$ cat src/rtl/spi_byte_rx.sv
// spi_byte_rx: mode-0 SPI slave receiver; synchronises the pads into clk,
// deserialises MSB-first words and shifts a status word back on miso.
module spi_byte_rx #(
  parameter int DATA_W      = 8,
  parameter int SYNC_STAGES = 2,
  parameter int CNT_W       = 4
) (
  input  logic              clk,
  input  logic              rst,
  input  logic              sck,
  input  logic              mosi,
  input  logic              ss,
  output logic              miso,
  input  logic [DATA_W-1:0] tx_data,
  output logic [DATA_W-1:0] rx_data,
  output logic              rx_valid,
  output logic [CNT_W-1:0]  byte_cnt,
  output logic              busy,
  output logic              frame_err
);
  localparam int BW = $clog2(DATA_W);
  typedef enum logic {IDLE, SHIFT} state_t;
  state_t state, state_nxt;
  logic [SYNC_STAGES-1:0] sck_sync, mosi_sync, ss_sync, warm;
  logic sck_s, mosi_s, ss_s, sck_d, ss_d, armed;
  logic sck_rise, sck_fall, ss_rise, ss_fall, start, last_bit;
  logic [BW-1:0] bit_cnt;
  logic [DATA_W-2:0] rx_shift;
  logic [DATA_W-1:0] tx_shift;
  assign sck_s    = sck_sync[SYNC_STAGES-1];
  assign mosi_s   = mosi_sync[SYNC_STAGES-1];
  assign ss_s     = ss_sync[SYNC_STAGES-1];
  assign sck_rise = sck_s & ~sck_d;
  assign sck_fall = ~sck_s & sck_d;
  assign ss_rise  = ss_s & ~ss_d;
  assign ss_fall  = ~ss_s & ss_d;
  // armed only once the chains carry real pad values and ss was seen high,
  // so a low ss at reset release cannot masquerade as a falling edge
  assign start    = ss_fall & armed;
  assign last_bit = bit_cnt == BW'(DATA_W - 1);
  always_ff @(posedge clk or negedge rst)
    if (!rst) begin
      sck_sync  <= '0;
      mosi_sync <= '0;
      ss_sync   <= '1;
      warm      <= '0;
      sck_d     <= 1'b0;
      ss_d      <= 1'b1;
      armed     <= 1'b0;
    end else begin
      sck_sync  <= {sck_sync[SYNC_STAGES-2:0], sck};
      mosi_sync <= {mosi_sync[SYNC_STAGES-2:0], mosi};
      ss_sync   <= {ss_sync[SYNC_STAGES-2:0], ss};
      warm      <= {warm[SYNC_STAGES-2:0], 1'b1};
      sck_d     <= sck_s;
      ss_d      <= ss_s;
      armed     <= armed | (warm[SYNC_STAGES-1] & ss_s);
    end
  always_ff @(posedge clk or negedge rst)
    if (!rst) state <= IDLE;
    else state <= state_nxt;
  always_comb begin
    state_nxt = state;
    if (state == IDLE && start) state_nxt = SHIFT;
    else if (state == SHIFT && ss_rise) state_nxt = IDLE;
  end
  always_comb begin
    busy = state == SHIFT;
    miso = busy & tx_shift[DATA_W-1];
  end
  always_ff @(posedge clk or negedge rst)
    if (!rst) begin
      rx_data   <= '0;
      rx_valid  <= 1'b0;
      byte_cnt  <= '0;
      frame_err <= 1'b0;
      bit_cnt   <= '0;
      rx_shift  <= '0;
      tx_shift  <= '0;
    end else begin
      rx_valid  <= 1'b0;
      frame_err <= 1'b0;
      if (state == IDLE) begin
        if (start) begin
          bit_cnt  <= '0;
          byte_cnt <= '0;
          tx_shift <= tx_data;
        end
      end else if (ss_rise) begin
        frame_err <= bit_cnt != '0;
        bit_cnt   <= '0;
      end else if (sck_rise) begin
        rx_shift <= {rx_shift[DATA_W-3:0], mosi_s};
        bit_cnt  <= last_bit ? '0 : bit_cnt + BW'(1);
        if (last_bit) begin
          rx_data  <= {rx_shift, mosi_s};
          rx_valid <= 1'b1;
          byte_cnt <= byte_cnt + CNT_W'(1);
          tx_shift <= tx_data;
        end
      end else if (sck_fall && bit_cnt != '0) begin
        // the fall right after a reload is skipped so the new MSB is not lost
        tx_shift <= {tx_shift[DATA_W-2:0], 1'b0};
      end
    end
endmodule

$ cat config.mk
export PLATFORM = sky130hd
export DESIGN_NAME = spi_byte_rx
export DESIGN_NICKNAME = d
export VERILOG_FILES = /design/src/rtl/spi_byte_rx.sv
export SDC_FILE = /design/constraint.sdc
export NUM_CORES = 1
export LEC_CHECK = 0
export ABC_CLOCK_PERIOD_IN_PS = 1700
export CAP_MARGIN = 20
export CELL_PAD_IN_SITES_DETAIL_PLACEMENT = 0
export CELL_PAD_IN_SITES_GLOBAL_PLACEMENT = 1
export CORE_MARGIN = 3
export CORE_UTILIZATION = 39
export DETAILED_ROUTE_END_ITERATION = 6
export PLACE_DENSITY_LB_ADDON = 0.05
export SYNTH_ARGS = -nofsm -noshare
export SYNTH_HDL_FRONTEND = slang
export SYNTH_SLANG_ARGS = --single-unit
$ cat constraint.sdc
create_clock -name clk -period 1.7 [get_ports clk]
set_input_delay 0.255 -clock clk [delete_from_list [all_inputs] [get_ports clk]]
set_output_delay 0.255 -clock clk [all_outputs]
set_load 0.05 [all_outputs]
-- Word level (Yosys, flattened, before mapping)
Cells that the tools add are included.
- register bits after elaboration: 44
- input port bits: 13
- output and inout port bits: 16
- add/sub/neg operators: 2
- equal/unequal tests: 7
- muxes and demuxes: 24
- bitwise gates (word level): 14
- reductions and logical operators: 11
- operators with widths (operator ; count):
    8-bit 2-to-1 mux ; 6
    4-bit 2-to-1 mux ; 5
    3-bit 2-to-1 mux ; 5
    4-bit AND reduction ; 3
    1-bit 2-to-1 mux ; 8
    1-bit AND ; 7
    3-bit by 1-bit inequality test with 1-bit output, second input constant ; 2
    1-bit NOT ; 6
    4-bit by 1-bit adder with 4-bit output, second input constant ; 1
    2-bit by 1-bit inequality test with 1-bit output, second input constant ; 2
    2-bit nonzero test ; 2
    3-bit by 1-bit adder with 3-bit output, second input constant ; 1
    3-bit equality test, second input constant ; 1
    1-bit logical AND ; 3
    3-bit by 2-bit inequality test with 1-bit output, second input constant ; 1
    3-bit AND reduction ; 1
    3-bit nonzero test ; 1
    2-bit inequality test, second input constant ; 1
    2-bit AND reduction ; 1
    1-bit OR ; 1

-- Depth between registers and ports, before layout
- depth after elaboration: 7
- gate-level depth with buffers: 7
- depth with buffers taken out: 6

-- Worst setup path before layout
Ideal clock, no wire load.
- path kind: reg2out
- start: register state (netlist: busy)
- end: output miso
- arrival time: 1.623 ns
- path slack: -0.178 ns
- stages on the path, launching flop included: 4
- buffers on the path: 2
- path through: dfrtp_1 > buf_2 > clkbuf_1 > and2_1
- cells in the longest elaborated chain, start to end: 1
- RTL lines (element ; RTL line ; text):
    start: declaration ; 23 ; state_t state, state_nxt;
    start signal: assignment ; 61 ; else state <= state_nxt;
    1-bit AND ; 69 ; miso = busy & tx_shift[DATA_W-1];
    end: declaration ; 13 ; output logic miso,
Every way passes these cells.

-- Worst setup path after layout
- start: register bit_cnt[0]
- end: register tx_shift[2]
- cells in the longest elaborated chain, start to end: 4
- elaborated cells between the ends (all ways): 6
- those cells by class: eq/ne (3); reduce/logical (3)
- RTL lines (element ; RTL line ; text):
    start: declaration ; 27 ; logic [BW-1:0] bit_cnt;
    start signal: assignment ; 94 ; bit_cnt <= last_bit ? '0 : bit_cnt + BW'(1);
    3-bit nonzero test ; 101 ; end else if (sck_fall && bit_cnt != '0) begin
    1-bit logical AND ; 101 ;
    3-bit by 1-bit inequality test with 1-bit output (no line) ; - ;
    4-bit AND reduction (no line) (*) ; - ;
    end signal: assignment ; 87 ; tx_shift <= tx_data;
    end signal: assignment ; 99 ; tx_shift <= tx_data;
    end signal: assignment ; 103 ; tx_shift <= {tx_shift[DATA_W-2:0], 1'b0};
    end: declaration ; 29 ; logic [DATA_W-1:0] tx_shift;
Every way passes the cells marked *; elsewhere a longest branch is shown, timed or not.
A chain may end at the register's enable or synchronous reset.

==> run metrics <==
vias in the first global route 1046; Hold Path Origin warm[0]; RSZ-0062 raised after global routing true; Fill cells 403; number of H-tree levels 2; Iter 0 DRT Violations 41; Core Footprint 4500 µm²; total power 2.66 mW; worst r2r dst tx_shift[2]; Logic pwr share 23.4%; Worst Path Max Fanout 8; fmax 0.595 GHz; met3 GRT Util 4.62%; Area Overhead vs Synth 25.0%; Worst VDD drop 632 µV; WHS Path Cells 0; met2 global-route usage 16.4%; CTS sink cnt 44; register area share after synthesis 58.9%; Root Buffer clkbuf_8; synthesized area 1880 µm²; GRT Max-Usage Layer met1; sequential share of power 52.1%; die width 75.3 µm; Netlist cell types 35; routability cong. 0.798; total number of vias 1123; met1 capacity usage during global routing 16.6%; Fin. Hold Viols 0; Leak 1.13 nW; Worst Setup End Kind register; dpl hpwl 2.03 mm; worst reg2reg path startpoint bit_cnt[0]; Die ar. 5680 µm²; Total Routing Usage GR 11.9%; Vias/cell 5.04; Worst Setup Start Kind register; commonest non-fill, non-tap cell in the layout dfrtp_1; Pwr Density 1130 nW/µm²; Finish-stage setup viols 0; placed insts 212; clock power share 24.4%; Final nets 187; multi-input logic area 716 µm²; Synth Area per Inst 14.1 µm²; YS warnings 0; final cell count without fillers 223; total of max-cap violations 0; Starting Density 41.6%; I/O pin total 29; num rows 24; worst hold slack 0.357 ns; largest net degree at the start of global routing 45; final clock period utilization by the worst path 98.8%; clock buffer depth 2; DRC viols 0; most frequent cells in the layout 40 x dfrtp_1, 22 x mux2_2, 20 x buf_4, 11 x clkdlybuf4s50_1, 8 x mux2_4; max-slew violations 0; CP Class reg -> reg; #FFs+latches synth 44; CTS Buf Count 5; initial antenna violation count 0; FF/Latch Area 1110 µm²; CTS clk-pin slew, worst paths 0.09 ns; Worst Hold Path EP warm[1]; Cells after Synth 133; Sw Share 28.3%; CTS tree built; HP Class reg -> reg; reg2reg setup slack 0.02 ns; P_sw 751 µW; reg2reg path depth 6; Die Span Y 75.3 µm; status finished clean; global route overflow 0; IO Port Bufs 28; internal power 1.90 mW; Wirelength per Cell 13.8 µm; clock skew 0.00647 ns; first-pass GRT wire length 4.98 mm; drt total wl 3.07 mm; share of layout cells above drive strength 1 44.4%; min cycle time layout 1.68 ns; syn nets 150; crit path DAT 1.86 ns; ANT cells 0; post-route ant nets 0; WP data required 1.88 ns; clock latency on the worst-skew pair 0.29 ns; TritonRoute pass-1 iters 4
-- flip-flops by register name, indices dropped and copies added, names as in the netlist, 2 cells and up --
signal and cells:
bit_cnt 3, rx_data 8, tx_shift 8, mosi_sync 2, byte_cnt 4, warm 2
sck_sync 2, ss_sync 2, rx_shift 7
-- power by group through the flow --
stage	clock, mW	sequential, mW	combinational (mW)
final	0.649	1.38	0.622
after detailed placement	0	1.40	0.590
after CTS	0.679	1.38	0.595
after floorplan	0	1.40	0.393
after global placement	0	1.39	0.576
after global routing	0.726	1.42	0.677
-- Yosys cell counts, drive strengths merged --
cell	n	share of area (%)
nor2b	2	1.1
buf	6	2.4
o21ai	5	1.3
a22o	2	0.93
or3	1	0.33
nand4	4	1.7
and3b	1	0.47
nand2b	3	1.4
a31oi	1	0.33
conb	1	0.20
inv	5	1.0
mux2i	1	0.53
nand3	4	1.3
and2	1	0.33
nand2	7	1.4
ha	4	2.7
a21o	1	0.40
nor2	1	0.20
or4b	1	0.53
dfstp	3	4.2
o211ai	2	0.80
mux2	30	19
and3	1	0.33
clkbuf	1	0.20
nand3b	2	0.80
dfrtp	41	55
a32o	1	0.53
xnor2	1	0.47
-- layout make-up --
| type | instances | area share [%] |
|---|---|---|
| Multi-Input combinational cell | 77 | 30.5 |
| Timing Repair Buffer | 37 | 14.8 |
| Tap cell | 52 | 2.77 |
| Sequential cell | 44 | 47.2 |
| Inverter | 5 | 0.800 |
| Clock buffer | 5 | 2.93 |
| Clock inverter | 3 | 1.01 |
-- worst max-delay path, cell delays in order (launching register included) --
cell and delay (ns):
dfrtp_1 0.39, ha_2 0.19, ha_2 0.20, nand2_1 0.06, a32o_1 0.27, buf_6 0.14
mux2_4 0.30
-- what timing repair did --
action                     in CTS  in global routing
resized for setup               0                  6
setup endpoints to repair       0                 10
hold buffers                    1                  0
hold endpoints to repair       41                  0
buffers inserted                0                  2
-- how the worst max path moves through the flow --
stage                     from           to
finish              bit_cnt[0]  tx_shift[2]
global route        bit_cnt[0]  tx_shift[2]
CTS                 bit_cnt[0]  tx_shift[4]
detailed placement  bit_cnt[0]  tx_shift[4]
global placement    bit_cnt[0]  tx_shift[3]
floorplan           bit_cnt[0]  tx_shift[1]
-- through the flow --
stage	TNS [ns]	setup WS, ns	util (%)	area, µm²
after detailed placement	0	0.0310	49.1	2210
after CTS	0	0.0123	51.4	2310
after floorplan	0	0.0788	-	1880
after global routing	-0.0715	-0.0229	52.1	2340
after global placement	0	0.0535	49.1	2210
final	0	0.0202	52.1	2340
-- layer usage --
metal / vias to the layer above / share of wire [%]
li1: 535 / -
met3: 6 / 4.9
met5: - / 0
met4: 0 / 1.9
met2: 29 / 46
met1: 553 / 47
-- cell families after synthesis --
logic type | count (synthesis) | synth area share, %
compound gates | 12 | 4.34
xor+xnor | 1 | 0.467
fa+ha+maj | 4 | 2.67
buf+inv | 12 | 3.60
flops | 44 | 58.9
mux | 31 | 19.9
other cells | 1 | 0.200
simple gates | 28 | 9.87
(Power assumes the default switching activity.)
==> RTL change: new RTL, config.mk and constraints unchanged <==
Register the output `rx_data` once more, with the module's reset; this adds one clock of latency there. The other outputs are not delayed to match.
--- a/src/rtl/spi_byte_rx.sv
+++ b/src/rtl/spi_byte_rx.sv
@@ -22,2 +22,4 @@
   typedef enum logic {IDLE, SHIFT} state_t;
+
+  logic [DATA_W-1:0] rx_data_s0;
   state_t state, state_nxt;
@@ -72,3 +74,3 @@
     if (!rst) begin
-      rx_data   <= '0;
+      rx_data_s0 <= '0;
       rx_valid  <= 1'b0;
@@ -95,3 +97,3 @@
         if (last_bit) begin
-          rx_data  <= {rx_shift, mosi_s};
+          rx_data_s0 <= {rx_shift, mosi_s};
           rx_valid <= 1'b1;
@@ -105,2 +107,10 @@
     end
+  always_ff @(posedge clk or negedge rst) begin
+    if (!rst) begin
+      rx_data <= '0;
+    end else begin
+      rx_data <= rx_data_s0;
+    end
+  end
+
 endmodule
Check against the original RTL: no difference found for any inputs over 10 cycles, from zero or initial values and one cycle with rst low; that may be too few to reach the edited logic, so the function may still have changed.
==> RTL change against the unedited design <==
Routed wire length up 15%. Setup slack worse by 150 ps. The flow now finishes with violations (negative setup slack). Power up 12%. Die area up 9.0%. Area after synthesis up 9.8%. Synthesized cell count up 2.3%. Highest routed layer unchanged. Cell area up 15%. Cell count up 12%. Sequential cell count up 8. Sequential power up 14%.
==> RTL change: results (changes against the unedited design) <==
[logic_synthesis]
synthMuxAreaShare_pct=18.2  ; was 19.9%
synth_fa_ha_area_share_pct=2.43  ; was 2.67%
synthTopCellsByArea=dfrtp_1 60%, mux2_2 13%, mux2_4 5.1%  ; was dfrtp_1 55%, mux2_2 14%, mux2_4 5.6%
synth_flop_cell=dfrtp_1  ; unchanged
synth.distinct_cells=30  ; was 35
synth_commonest_cells=49 x dfrtp_1, 23 x mux2_2, 7 x mux2_4  ; was 41 x dfrtp_1, 23 x mux2_2, 7 x mux2_4, 7 x nand2_1
syn_nets=153  ; was 150
synthXorXnorAreaFrac_pct=1.28  ; was 0.467%
postSynthCellCount=136  ; was 133
synth_compound_area_share_pct=4.43  ; was 4.34%
synth-async-reset-ratio_pct=100  ; unchanged
ys_seq_area_share_pct=63.4  ; was 58.9%

[sta]
postLayoutSetupSlackWorst_ps=-128  ; was 20.2 ps
fin_tns_setup_ps=-1460  ; was 0 ps
skew_ps=5.53  ; was 6.47 ps
holdWs_ps=355  ; was 357 ps
setup_viol=18  ; was 0

[route]
vias=1199  ; was 1123
drt-wirelength-per-cell_um=14.1  ; was 13.8 um
drt_iter0_drc=74  ; was 41
drc_errors=0  ; unchanged

[cts]
clk_latency_ps=300
cts_root_buf=clkbuf_8  ; unchanged
cts-buffers-inserted=5  ; unchanged

[power]
p_leak_nw=1.33  ; was 1.13 nW
comb_power_mw=0.684  ; was 0.622 mW
ir_drop_mv=0.657  ; was 0.632 mV
power.switching_mw=0.809  ; was 0.751 mW
p_clk_share_pct=24.2  ; was 24.4%
pg_clk_mw=0.722  ; was 0.649 mW

[placed_design]
hpwl_mm=2.56  ; was 2.03 mm
post-place-ws_ps=-148  ; was 31.0 ps
placed_cells=239  ; was 212
place_congestion=0.766  ; was 0.798
placed_area_um2=2500  ; was 2210 um2

[finish]
drive_gt1_share_pct=44.8  ; was 44.4%
reg_top3=rx_data (8), rx_data_s0 (8), tx_shift (8)  ; was rx_data (8), tx_shift (8), rx_shift (7)
instances_no_fill=250  ; was 223
nets=199  ; was 187

[worst_setup_path]
cp_max_fo=8  ; unchanged
cp-startpoint=bit_cnt[1]  ; was bit_cnt[0]
rr_worst_depth=7  ; was 6
cpPeakStageDelay_ps=400
crit_arrival_ps=2010  ; was 1860 ps
crit_end=tx_shift[7]  ; was tx_shift[2]

[hold_path]
hold_depth=0  ; unchanged
holdPathEnd=sck_sync[1]  ; was warm[1]
hold_start=sck_sync[0]  ; was warm[0]

[global_routing]
grtUsageTotal_pct=12.8  ; was 11.9%
grt_max_degree=27  ; was 45
grt_pass1_wl_mm=6.22  ; was 4.98 mm
grt_pass1_vias=1262  ; was 1046

[status]
violations=negative setup slack
outcome=finished, violations left  ; was complete, no violations

RTL change: worst max-delay path: cells and delay by family (launching register included):
kind,cells,cell delay [ps]
muxes,1,290
adders and majority gates,2,350
DFF,1,400
buffers and inverters,1,150
AOI/OAI and AO/OA,2,340
and+or+nand+nor,1,190
RTL change: area by class of cell:
| class | instances | area, um2 |
|---|---|---|
| Multi-Input combinational cell | 73 | 749 |
| Sequential cell | 52 | 1310 |
| Clock buffer | 6 | 82.6 |
| Tap cell | 67 | 83.8 |
| Inverter | 6 | 22.5 |
| Timing Repair Buffer | 44 | 428 |
| Clock inverter | 2 | 13.8 |
| Fill cell | 427 | 2230 |
RTL change: repair_timing:
action,in CTS,in global routing
setup endpoints to repair,17,26
gates resized for setup,14,1
setup buffers,2,0
pin swaps,2,0
endpoints found under the hold margin,10,0
hold buffers,1,0
RTL change: routing by layer:
metal,up-vias,wire [um],track usage (%)
li1,562,-,-
met1,605,1540,16.9
met2,30,1760,19.9
met3,2,202,4.59
met4,0,19,3.67
met5,-,0,0
